`src/rtl/popcount_sequencer.sv`:
```
// Hamming weight of a WIDTH-bit word, SLICE bits per cycle through one shared slice counter; POPCNT_THRESH_EN adds a threshold compare.
// Latency: result valid N=WIDTH/SLICE cycles after the input handshake; one word per N+2 cycles at best.
// Backpressure: in_ready only in IDLE; the result is held in DONE until out_ready.

module population_counter #(
    parameter  int bits = 4,
    localparam int CW   = $clog2(bits) + 1
) (
    input  logic [bits-1:0] data,
    output logic [CW-1:0]   count
);
    always_comb begin
        count = '0;
        for (int i = 0; i < bits; i++) begin
            count = count + CW'(data[i]);
        end
    end
endmodule

module popcount_sequencer #(
    parameter  int WIDTH = 16,
    parameter  int SLICE = 4,
    localparam int CW    = $clog2(WIDTH) + 1
) (
    input  logic             clk,
    input  logic             rst,
    input  logic             in_valid,
    output logic             in_ready,
    input  logic [WIDTH-1:0] in_data,
    output logic             out_valid,
    input  logic             out_ready,
    output logic [CW-1:0]    out_count,
`ifdef POPCNT_THRESH_EN
    input  logic [CW-1:0]    thresh,
    output logic             out_ge,
`endif
    output logic             busy
);
    localparam int N  = WIDTH / SLICE;
    localparam int IW = (N > 1) ? $clog2(N) : 1;
    localparam int SW = $clog2(SLICE) + 1;

    if ((WIDTH % SLICE) != 0) begin : g_bad_width
        $error("popcount_sequencer: WIDTH must be a multiple of SLICE");
    end

    typedef enum logic [1:0] {IDLE, RUN, DONE} state_t;

    state_t           state;
    state_t           state_nxt;
    logic [WIDTH-1:0] shreg;
    logic [CW-1:0]    acc;
    logic [CW-1:0]    acc_nxt;
    logic [IW-1:0]    idx;
    logic [SW-1:0]    slice_cnt;
    logic             last_slice;

    population_counter #(.bits(SLICE)) u_slice_cnt (
        .data  (shreg[SLICE-1:0]),
        .count (slice_cnt)
    );

    assign acc_nxt    = acc + CW'(slice_cnt);
    assign last_slice = (idx == IW'(N - 1));
    assign in_ready   = (state == IDLE);
    assign out_valid  = (state == DONE);
    assign busy       = (state != IDLE);

    always_ff @(posedge clk) begin
        if (rst) begin
            state <= IDLE;
        end else begin
            state <= state_nxt;
        end
    end

    always_comb begin
        state_nxt = state;
        case (state)
            IDLE:    if (in_valid)   state_nxt = RUN;
            RUN:     if (last_slice) state_nxt = DONE;
            DONE:    if (out_ready)  state_nxt = IDLE;
            default: state_nxt = IDLE;
        endcase
    end

    // out_count is only written on the final RUN edge, so it holds through IDLE and RUN
    always_ff @(posedge clk) begin
        if (rst) begin
            shreg     <= '0;
            acc       <= '0;
            idx       <= '0;
            out_count <= '0;
        end else begin
            case (state)
                IDLE: begin
                    if (in_valid) begin
                        shreg <= in_data;
                        acc   <= '0;
                        idx   <= '0;
                    end
                end
                RUN: begin
                    shreg <= shreg >> SLICE;
                    acc   <= acc_nxt;
                    idx   <= idx + IW'(1);
                    if (last_slice) begin
                        out_count <= acc_nxt;
                    end
                end
                default: ;
            endcase
        end
    end

`ifdef POPCNT_THRESH_EN
    logic [CW-1:0] thresh_q;

    always_ff @(posedge clk) begin
        if (rst) begin
            thresh_q <= '0;
            out_ge   <= 1'b0;
        end else if (state == IDLE && in_valid) begin
            thresh_q <= thresh;
        end else if (state == RUN && last_slice) begin
            out_ge <= (acc_nxt >= thresh_q);
        end
    end
`endif

endmodule
```
`config.mk`:
```
export PLATFORM = sky130hd
export DESIGN_NAME = popcount_sequencer
export DESIGN_NICKNAME = d
export VERILOG_FILES = /design/src/rtl/popcount_sequencer.sv
export SDC_FILE = /design/constraint.sdc
export NUM_CORES = 1
export LEC_CHECK = 0
export CAP_MARGIN = 25
export CORE_MARGIN = 2
export CORE_UTILIZATION = 47
export DETAILED_ROUTE_END_ITERATION = 10
export PLACE_DENSITY = 0.72
export SLEW_MARGIN = 10
export SYNTH_ARGS = -nofsm -noshare
export SYNTH_HDL_FRONTEND = slang
export SYNTH_SLANG_ARGS = --single-unit
```
`constraint.sdc`:
```
create_clock -name clk -period 3.13 [get_ports clk]
set_clock_uncertainty 0.15 [all_clocks]
set_input_delay 0.313 -clock clk [delete_from_list [all_inputs] [get_ports clk]]
set_output_delay 0.313 -clock clk [all_outputs]
set_load 0.01 [all_outputs]
```
==> results.txt <==
Die ar. -> 3920 sq um
initial core utilization -> 48.7%
largest net degree at the start of global routing -> 34
clk root buf -> clkbuf_4
prevailing post-synth register cell -> dfxtp_1
CTS tree -> done
Final Hold Vio Count -> 0
antenna cells -> 0
share of cells above drive strength 1 -> 6.19%
P&R area growth vs syn -> 19.3%
synth warn -> 0
R2R setup slack -> 0.53 ns
Reg2Reg Launch Point -> shreg[0]$_SDFFE_PP0P_
Final Util -> 58.1%
Initial DRC Count -> 76
NumNets Final -> 238
Critical Path AT -> 2.70 ns
crit start category -> flop
Hold Path Class -> flop to flop
# DRC -> 0
Final min period -> 2.60 ns
Vias -> 1368
Post-Syn Area -> 1610 sq um
status -> finished, final reports clean
gr usage total -> 17.7%
Post-Syn Area per Cell -> 8.58 sq um
Max Buffers Root-to-Sink -> 2
first-pass GRT wire length -> 5.59 mm
Total Wirelength -> 3.31 mm
Num CTS Buffers -> 5
final setup TNS -> 0 ns
post-route ant nets -> 0
Crit Path Max Fanout -> 4
Setup violations, final -> 0
CP Capture Type -> flop
pwr/cell area -> 404 nW/um^2
post-synth cell types -> 33
sequential-to-total area share from yosys stat -> 37.2%
Yosys reg bits -> 30
Clk Latency, worst-skew pair -> 0.33 ns
worst slew pin tran -> 0.840 ns
post-synth top area cell -> dfxtp_1
Worst R2R End -> acc[3]$_SDFFE_PP0P_
Slew Viols, Final -> 0
Max Cap Viol -> 0
vias in the first global route -> 1282
routed length per instance -> 12.9 um
aggregate global routing overflow -> 0
number of fill cells -> 321
Setup Buffers After CTS -> 0
Core Footprint -> 3310 sq um
top cell type's share of synthesized area -> 37.2%
DR vias/cell -> 5.34
Leak -> 0.795 nW
initial antenna violation count -> 0
Worst EP required -> 3.23 ns
I/O pin count -> 28
post-CTS sizing -> 0
Hold WS -> 0.316 ns
Peak Freq -> 0.384 GHz
crit path kind -> flop to flop
detailed placement HPWL -> 2.31 mm
Chip Height -> 62.6 um
Post-synth EDFFs -> 0
synth top area cells -> dfxtp_1, a21oi_1, or3b_1
Worst slew margin -> 43.9%
Post-synth ARST share -> 0%
H-tree levels -> 2
Post-Syn Nets -> 216
Tot Pwr -> 0.000777 W
CP startpoint -> shreg[0]$_SDFFE_PP0P_
fin crit share -> 83.2%
Die Wd -> 62.6 um
Syn Inst Count -> 188
Hold Path Origin -> out_count[1]$_SDFFE_PP0P_
Routability Congestion -> 0.802
Max IR drop VDD -> 0.209 mV
RSZ-0062 raised after global routing -> no
Placed Area -> 1880 sq um
Port Buf Inserts -> 27
clk sinks -> 30
post-route cell area -> 1920 sq um
# hold bufs at CTS -> 0
Pre-antenna DRT Iters -> 4
R2R depth -> 9
WHS Endpoint -> out_count[1]$_SDFFE_PP0P_
Reg clk slew, reported paths -> 0.09 ns
Site Rows -> 21
Hold Path Stages -> 2
area by class of cell:
| cell class | count | area [sq um] | share of cell area (%) |
|---|---|---|---|
| Tap cell | 46 | 57.6 | 2.99 |
| Sequential cell | 30 | 601 | 31.2 |
| Multi-Input combinational cell | 137 | 910 | 47.3 |
| Inverter | 7 | 26.3 | 1.37 |
| Timing Repair Buffer | 29 | 285 | 14.8 |
| Clock buffer | 7 | 45.0 | 2.34 |
state kept, by name, summed over array words and instances, names as in the netlist:
| name | flops |
|---|---|
| shreg | 16 |
| state | 2 |
| acc | 5 |
| out_count | 5 |
| idx | 2 |
power breakdown:
part	switching, W	internal [W]	total, W
combinational	0.0000725	0.0000785	0.000151
clock	0.000124	0.0000845	0.000209
sequential	0.0000129	0.000404	0.000417
worst max-delay path, stage by stage (launching register included):
cell	delay (ns)
dfxtp_1	0.32
ha_1	0.28
inv_1	0.04
fa_1	0.34
inv_1	0.06
ha_1	0.25
ha_1	0.27
and3_1	0.18
or4_1	0.53
o211ai_1	0.10
kinds of logic after synthesis:
family                     synth area share (%)
and+or+nand+nor                            32.1
AOI/OAI and AO/OA                          16.6
DFF                                        37.2
buffers and inverters                      6.36
adders and majority gates                  7.14
xor gates and xnor gates                  0.543
cell usage after synthesis, types with 2 or more instances:
library cell,count
buf_2,6
or3b_2,2
a211oi_1,5
dfxtp_1,30
or4_1,2
nand3_1,2
nand2b_1,13
nor2_1,19
a22oi_1,4
inv_1,7
nor2b_1,3
nor3_1,11
ha_1,6
a21oi_1,19
a21o_1,6
buf_6,2
or3b_1,10
nand3b_1,6
clkbuf_1,5
or2b_1,5
fa_1,2
nand2_1,10
o211ai_1,3
cells in the final DEF, fill, tap and decap left out, drive strengths merged, types with 2 or more instances in the layout:
cell,n
dfxtp,30
clkdlybuf4s50,27
nor2,19
a21oi,19
nand2b,13
or3b,12
nor3,11
nand2,10
inv,7
nand3b,7
clkbuf,7
a21o,6
ha,6
a211oi,5
or2b,5
a22oi,4
nor2b,3
o211ai,3
or4,2
nand3,2
fa,2
buf,2
worst max path at each step:
| stage | slack [ns] | to |
|---|---|---|
| 5_1_grt | 0.40 | acc[3]$_SDFFE_PP0P_ |
| 3_3_place_gp | 0.63 | acc[3]$_SDFFE_PP0P_ |
| 6_report | 0.53 | acc[3]$_SDFFE_PP0P_ |
| 2_1_floorplan | 0.67 | acc[3]$_SDFFE_PP0P_ |
| 3_5_place_dp | 0.54 | acc[3]$_SDFFE_PP0P_ |
| 4_1_cts | 0.53 | acc[3]$_SDFFE_PP0P_ |
per-stage QoR:
stage	cells	setup WS [ns]
floorplan	188	0.672
global placement	249	0.630
detailed placement	249	0.541
CTS	256	0.531
global route	256	0.399
finish	256	0.526
routing by layer:
| layer | GRT usage, % | part of all wire, % | vias to the layer above |
|---|---|---|---|
| met5 | 0 | 0 | - |
| met4 | 7.50 | 2.0 | 0 |
| met3 | 4.50 | 3.9 | 8 |
| met2 | 28.5 | 45 | 27 |
| met1 | 22.6 | 49 | 642 |
| li1 | - | - | 691 |
Note: power is estimated with default switching activity, not from simulation.
==> edit 1, RTL diff (same settings) <==
The parameter `WIDTH` goes from 16 to 8.
--- a/src/rtl/popcount_sequencer.sv
+++ b/src/rtl/popcount_sequencer.sv
@@ -20,3 +20,3 @@
 module popcount_sequencer #(
-    parameter  int WIDTH = 16,
+    parameter  int WIDTH = 8,
     parameter  int SLICE = 4,
Interface: changed (resized in_data and out_count); port bits go from 28 to 19. The function was not compared with the original's and may differ.
==> edit 1 against the unedited design <==
Power fell by 35%; cell area fell by 37%; via count fell by 41%; sequential power fell by 35%; synthesized cell count fell by 40%; routed wire length fell by 45%; die area fell by 36%; hold slack got worse by 0.0065 ns; sequential cell count fell by 11; first-iteration DRC count fell by 82%; maximum frequency fell by 0.34%; critical path depth did not move; setup slack got worse by 0.0088 ns; area after synthesis fell by 38%; critical path type unchanged; largest cell class unchanged; highest routed layer unchanged.
==> edit 1: results (changes against the unedited design) <==
- The switching share of power is 28.0% (+1.0 points).
- The largest vdd supply drop is 261 uV (+25%).
- The peak clock frequency supported by timing is 0.383 GHz (-0.34%).
- The largest registers in the layout are shreg x8, acc x4, out_count x4.
- The number of nets in the synthesized netlist is 131 (-39%).
- The wire length of the first global-routing pass came to 3150 um (-44%).
- The last weighted congestion value of the routability-driven placer came to 0.765 (-4.7%).
- The count of input and output buffers is 18 (-33%).
- The utilization of the core after routing is 60.9% (+2.7 points).
- The layout buffering overhead excluding clock cells is 15.6% (+0.74 points).
- The flip-flop and latch power is 0.272 mW (-35%).
- The total instance count after detailed placement was 151 (-39%).
- The depth of the CTS H-tree is 1 (-1).
- The number of different library cells in the post-synthesis netlist is 36 (+9.1%).
- The count of buffers not belonging to the clock network in the layout is 19 (-34%).
- The setup slack at placement is 0.534 ns (-0.00727 ns).
- The actual slew at the worst max-slew pin is 0.547 ns (-0.293 ns).
- The fraction of standard cell area that is sequential is 31.5% (+0.33 points).
- The number of clock buffers in the layout was 4 (-3).
- The number of logic inverters in the finished layout is 9 (+2).
- The cell area after placement is 1180 sq um (-37%).
- The maximum single-stage delay on the critical path was 0.47 ns (-0.06 ns).
- The CTS buffer count is 3 (-2).
- The number of sequential storage elements was 19 (-37%).
- The number of global-route vias before repair is 785 (-39%).
- The ratio of cells with drive above 1 in the final layout is 6.25% (+0.060 points).
- The worst hold-check slack is 0.309 ns (-0.00650 ns).
- The adder and majority cell fraction of the synthesized area is 10.3% (+3.2 points).
- The total length of routed met3 wires was 79 um (-39%).
- The largest net degree at the start of global routing is 22 (-35%).
- The detailed route wirelength on metal2 is 876 um (-42%).
- The core area came to 1980 sq um (-40%).
- The via count normalized by instance count is 5.19 (-2.8%).
- The number of fill cells is 167 (-48%).
- The total via count after detailed routing is 805 (-41%).
- The proportion of cell area occupied by multi-input gates came to 44.9% (-2.4 points).
- The compound-cell area share of the yosys netlist is 20.1% (+3.5 points).
- The total half-perimeter wirelength after legalization and detailed placement came to 1410 um (-39%).
- The total routed wirelength is 1820 um (-45%).
- The static leakage is 0.516 nW (-35%).
- The DRC violation total after the first TritonRoute iteration came to 14 (-82%).
- The insertion delay of the later-clocked pin in the worst-skew pair is 0.29 ns (-0.04 ns).
- The run finished with clean final reports.
- The total routed wire length on the met1 layer is 849 um (-47%).
- The power in combinational cells is 0.113 mW (-25%).
==> edit 1: final timing paths <==
kind / startpoint / to / cells after the start
worst max-delay path: shreg[1]$_SDFFE_PP0P_ / acc[3]$_SDFFE_PP0P_ / 9
worst min-delay path: out_count[0]$_SDFFE_PP0P_ / out_count[0]$_SDFFE_PP0P_ / 2
worst max register to register: shreg[1]$_SDFFE_PP0P_ / acc[3]$_SDFFE_PP0P_ / 9
worst min register to register: out_count[0]$_SDFFE_PP0P_ / out_count[0]$_SDFFE_PP0P_ / 2
==> edit 1: cell families (layout without fill, tap and decap cells) <==
group | count (synthesis) | in the layout
adders and majority gates | 7 | 7
and+or+nand+nor | 39 | 39
muxes | 1 | 1
buffers and inverters | 16 | 32
DFF | 19 | 19
AOI/OAI and AO/OA | 29 | 29
xor gates and xnor gates | 1 | 1
==> edit 1: per-layer routing <==
layer	GRT usage, %	up-vias
met3	4.24	3
met1	19.0	358
li1	-	423
met4	5.09	0
met5	0	-
met2	28.5	21
==> edit 2, RTL diff (config.mk and constraints unchanged) <==
Made on the original files. The 3 states of `state_t` get a one-hot encoding in 3 bits.
--- a/src/rtl/popcount_sequencer.sv
+++ b/src/rtl/popcount_sequencer.sv
@@ -46,3 +46,3 @@
 
-    typedef enum logic [1:0] {IDLE, RUN, DONE} state_t;
+    typedef enum logic [2:0] {IDLE = 3'b001, RUN = 3'b010, DONE = 3'b100} state_t;
 
Formal check against the unedited RTL: same outputs for any inputs over 10 cycles, from zero or initial values and one cycle with rst high; not proved beyond that.
==> edit 2 against the unedited design <==
Largest power group unchanged; critical endpoint is now acc[4]$_SDFFE_PP0P_; final cell count decreased by 2.7%; sequential cell count increased by 1; first-iteration DRC count increased by 14%; area after synthesis decreased by 1.4%; largest cell class unchanged; clock power increased by 4%; die area decreased by 1.3%; count of clock-buffer cells in the layout unchanged; sequential share of layout area increased by 1.6 points; maximum frequency increased by 0.72%; cell area decreased by 1.8%; setup slack improved by 0.019 ns; power increased by 7.2%; routed wire length decreased by 1.5%.
==> edit 2: results (changes against the unedited design) <==
- The number of global-route vias before repair is 1272 (-0.78%).
- The flow ran to the end, and the final reports show no timing, DRC or antenna violations.
- The wire length of the first global-routing pass came to 5660 um (+1.3%).
- The launch instance of the worst min-delay path is out_count[0]$_SDFFE_PP0P_.
- The last weighted congestion value of the routability-driven placer was 0.865 (+7.8%).
- The most critical setup path has its endpoint at acc[4]$_SDFFE_PP0P_.
- The number of diodes added for antenna fixing is 0 (unchanged).
- By area the synthesized netlist is led by dfxtp_1, nand2_1, a311oi_1.
- The detailed-routing iteration count for the pre-antenna-repair pass was 4 (unchanged).
- The ratio of cells with drive above 1 in the final layout is 7.39% (+1.2 points).
- The largest registers in the layout are shreg x16, acc x5, out_count x5.
- The number of nets in the synthesized netlist came to 208 (-3.7%).
- The net count of the finished layout is 230 (-3.4%).
- The worst hold-check slack is 0.309 ns (-0.00717 ns).
- The cell chosen for the clock root is clkbuf_4.
- The insertion delay of the later-clocked pin in the worst-skew pair is 0.33 ns (about the same).
- The actual slew at the worst max-slew pin is 0.578 ns (-0.262 ns).
- The all-layer global routing usage is 18.0% (+0.26 points).
- The number of different library cells in the post-synthesis netlist is 39 (+18%).
- The primary flip-flop cell chosen by synthesis mapping is dfxtp_1.
- The arrival time at the worst endpoint is 2.62 ns (-0.08 ns).
- The largest net degree at the start of global routing came to 36 (+5.9%).
- In the synthesized netlist, the cells that appear most often are nand2_1, dfxtp_1, nor3_1.
- The count of cells along the worst register-to-register path is 9 (unchanged).
- The maximum number of buffers from clock root to sink is 2 (unchanged).
- The total half-perimeter wirelength after legalization and detailed placement came to 2310 um (about the same).
- The total via count after detailed routing is 1365 (-0.22%).
- The worst min-delay path endpoint is out_count[0]$_SDFFE_PP0P_.
- The max-slew violation total from the final report is 0 (unchanged).
- The static leakage is 0.730 nW (-8.1%).
- The yosys synthesis warning count is 0 (unchanged).
- The worst reg-to-reg setup slack is 0.54 ns (+0.02 ns).
- The number of fill cells is 325 (+1.2%).
- The biggest fanout along the worst timing path is 3 (-1).
- The total setup buffers inserted after CTS was 0 (unchanged).
- In this run the critical register-to-register path is launched from shreg[1]$_SDFFE_PP0P_.
- The cell type group with the largest total delay on the critical path is adder cells.
- The worst-path cell with the longest stage delay is fa_1.
- The maximum single-stage delay on the critical path is 0.47 ns (-0.06 ns).
- The wire length per cell after detailed routing came to 13.1 um (+1.3%).
- The DRC violation total after the first TritonRoute iteration was 87 (+14%).
- The largest vdd supply drop is 261 uV (+25%).
- The sequential cell area fraction in the yosys report was 39.0% (+1.8 points).
- The clock slew at the register clock pins of the worst setup and hold paths is 0.09 ns (about the same).
- The CTS buffer count is 5 (unchanged).
==> edit 2: cell count changes in the layout (fill, tap and decap cells not counted), sizes merged, moves of 4 or more <==
cell	unedited run	this run
or2b	5	1
mux2i	0	4
a22oi	4	0
nand2	10	34
nand3	2	8
a21oi	19	11
a21o	6	1
or3b	12	4
nor3	11	17
nand3b	7	0
a311oi	0	12
nand2b	13	3
a211oi	5	1
nor2	19	3
==> edit 2: stage by stage <==
step	utilization (%)	area (sq um)	instances	setup slack, ns	power (mW)
floorplan	-	1590	180	0.709	0.574
global placement	56.0	1840	241	0.624	0.620
detailed placement	56.0	1840	241	0.559	0.625
CTS	57.5	1890	249	0.540	0.840
global route	57.5	1890	249	0.380	0.882
finish	57.5	1890	249	0.545	0.833
==> edit 2: cells by family after synthesis <==
family | Yosys count | share of synthesized area [%]
simple gates | 82 | 27.5
compound gates | 32 | 15.1
flops | 31 | 39.0
buf+inv | 22 | 8.03
fa+ha+maj | 8 | 7.24
mux | 4 | 2.52
xor+xnor | 1 | 0.551
==> edit 2: where the power goes <==
| group | switching (mW) | internal (mW) | total, mW |
|---|---|---|---|
| Clock | 0.131 | 0.0874 | 0.218 |
| Combinational | 0.0843 | 0.0858 | 0.170 |
| Sequential | 0.0210 | 0.423 | 0.444 |
| Total | 0.236 | 0.596 | 0.833 |
==> edit 2: area by class of cell <==
type                       instances  area share, %
clock buffer                       7           2.38
clock inverter                     1          0.265
inverter                           7           1.39
multi-input combinational        127           44.6
sequential                        31           32.8
tap                               46           3.05
timing repair buffer              30           15.5
==> edit 2: routing by layer <==
metal  global-route usage (%)  routed length [um]  up-vias
met2                     29.8                1500       27
li1                         -                   -      686
met5                        0                   0        -
met4                     5.83                  46        0
met3                     5.07                 138        6
met1                     22.7                1570      646
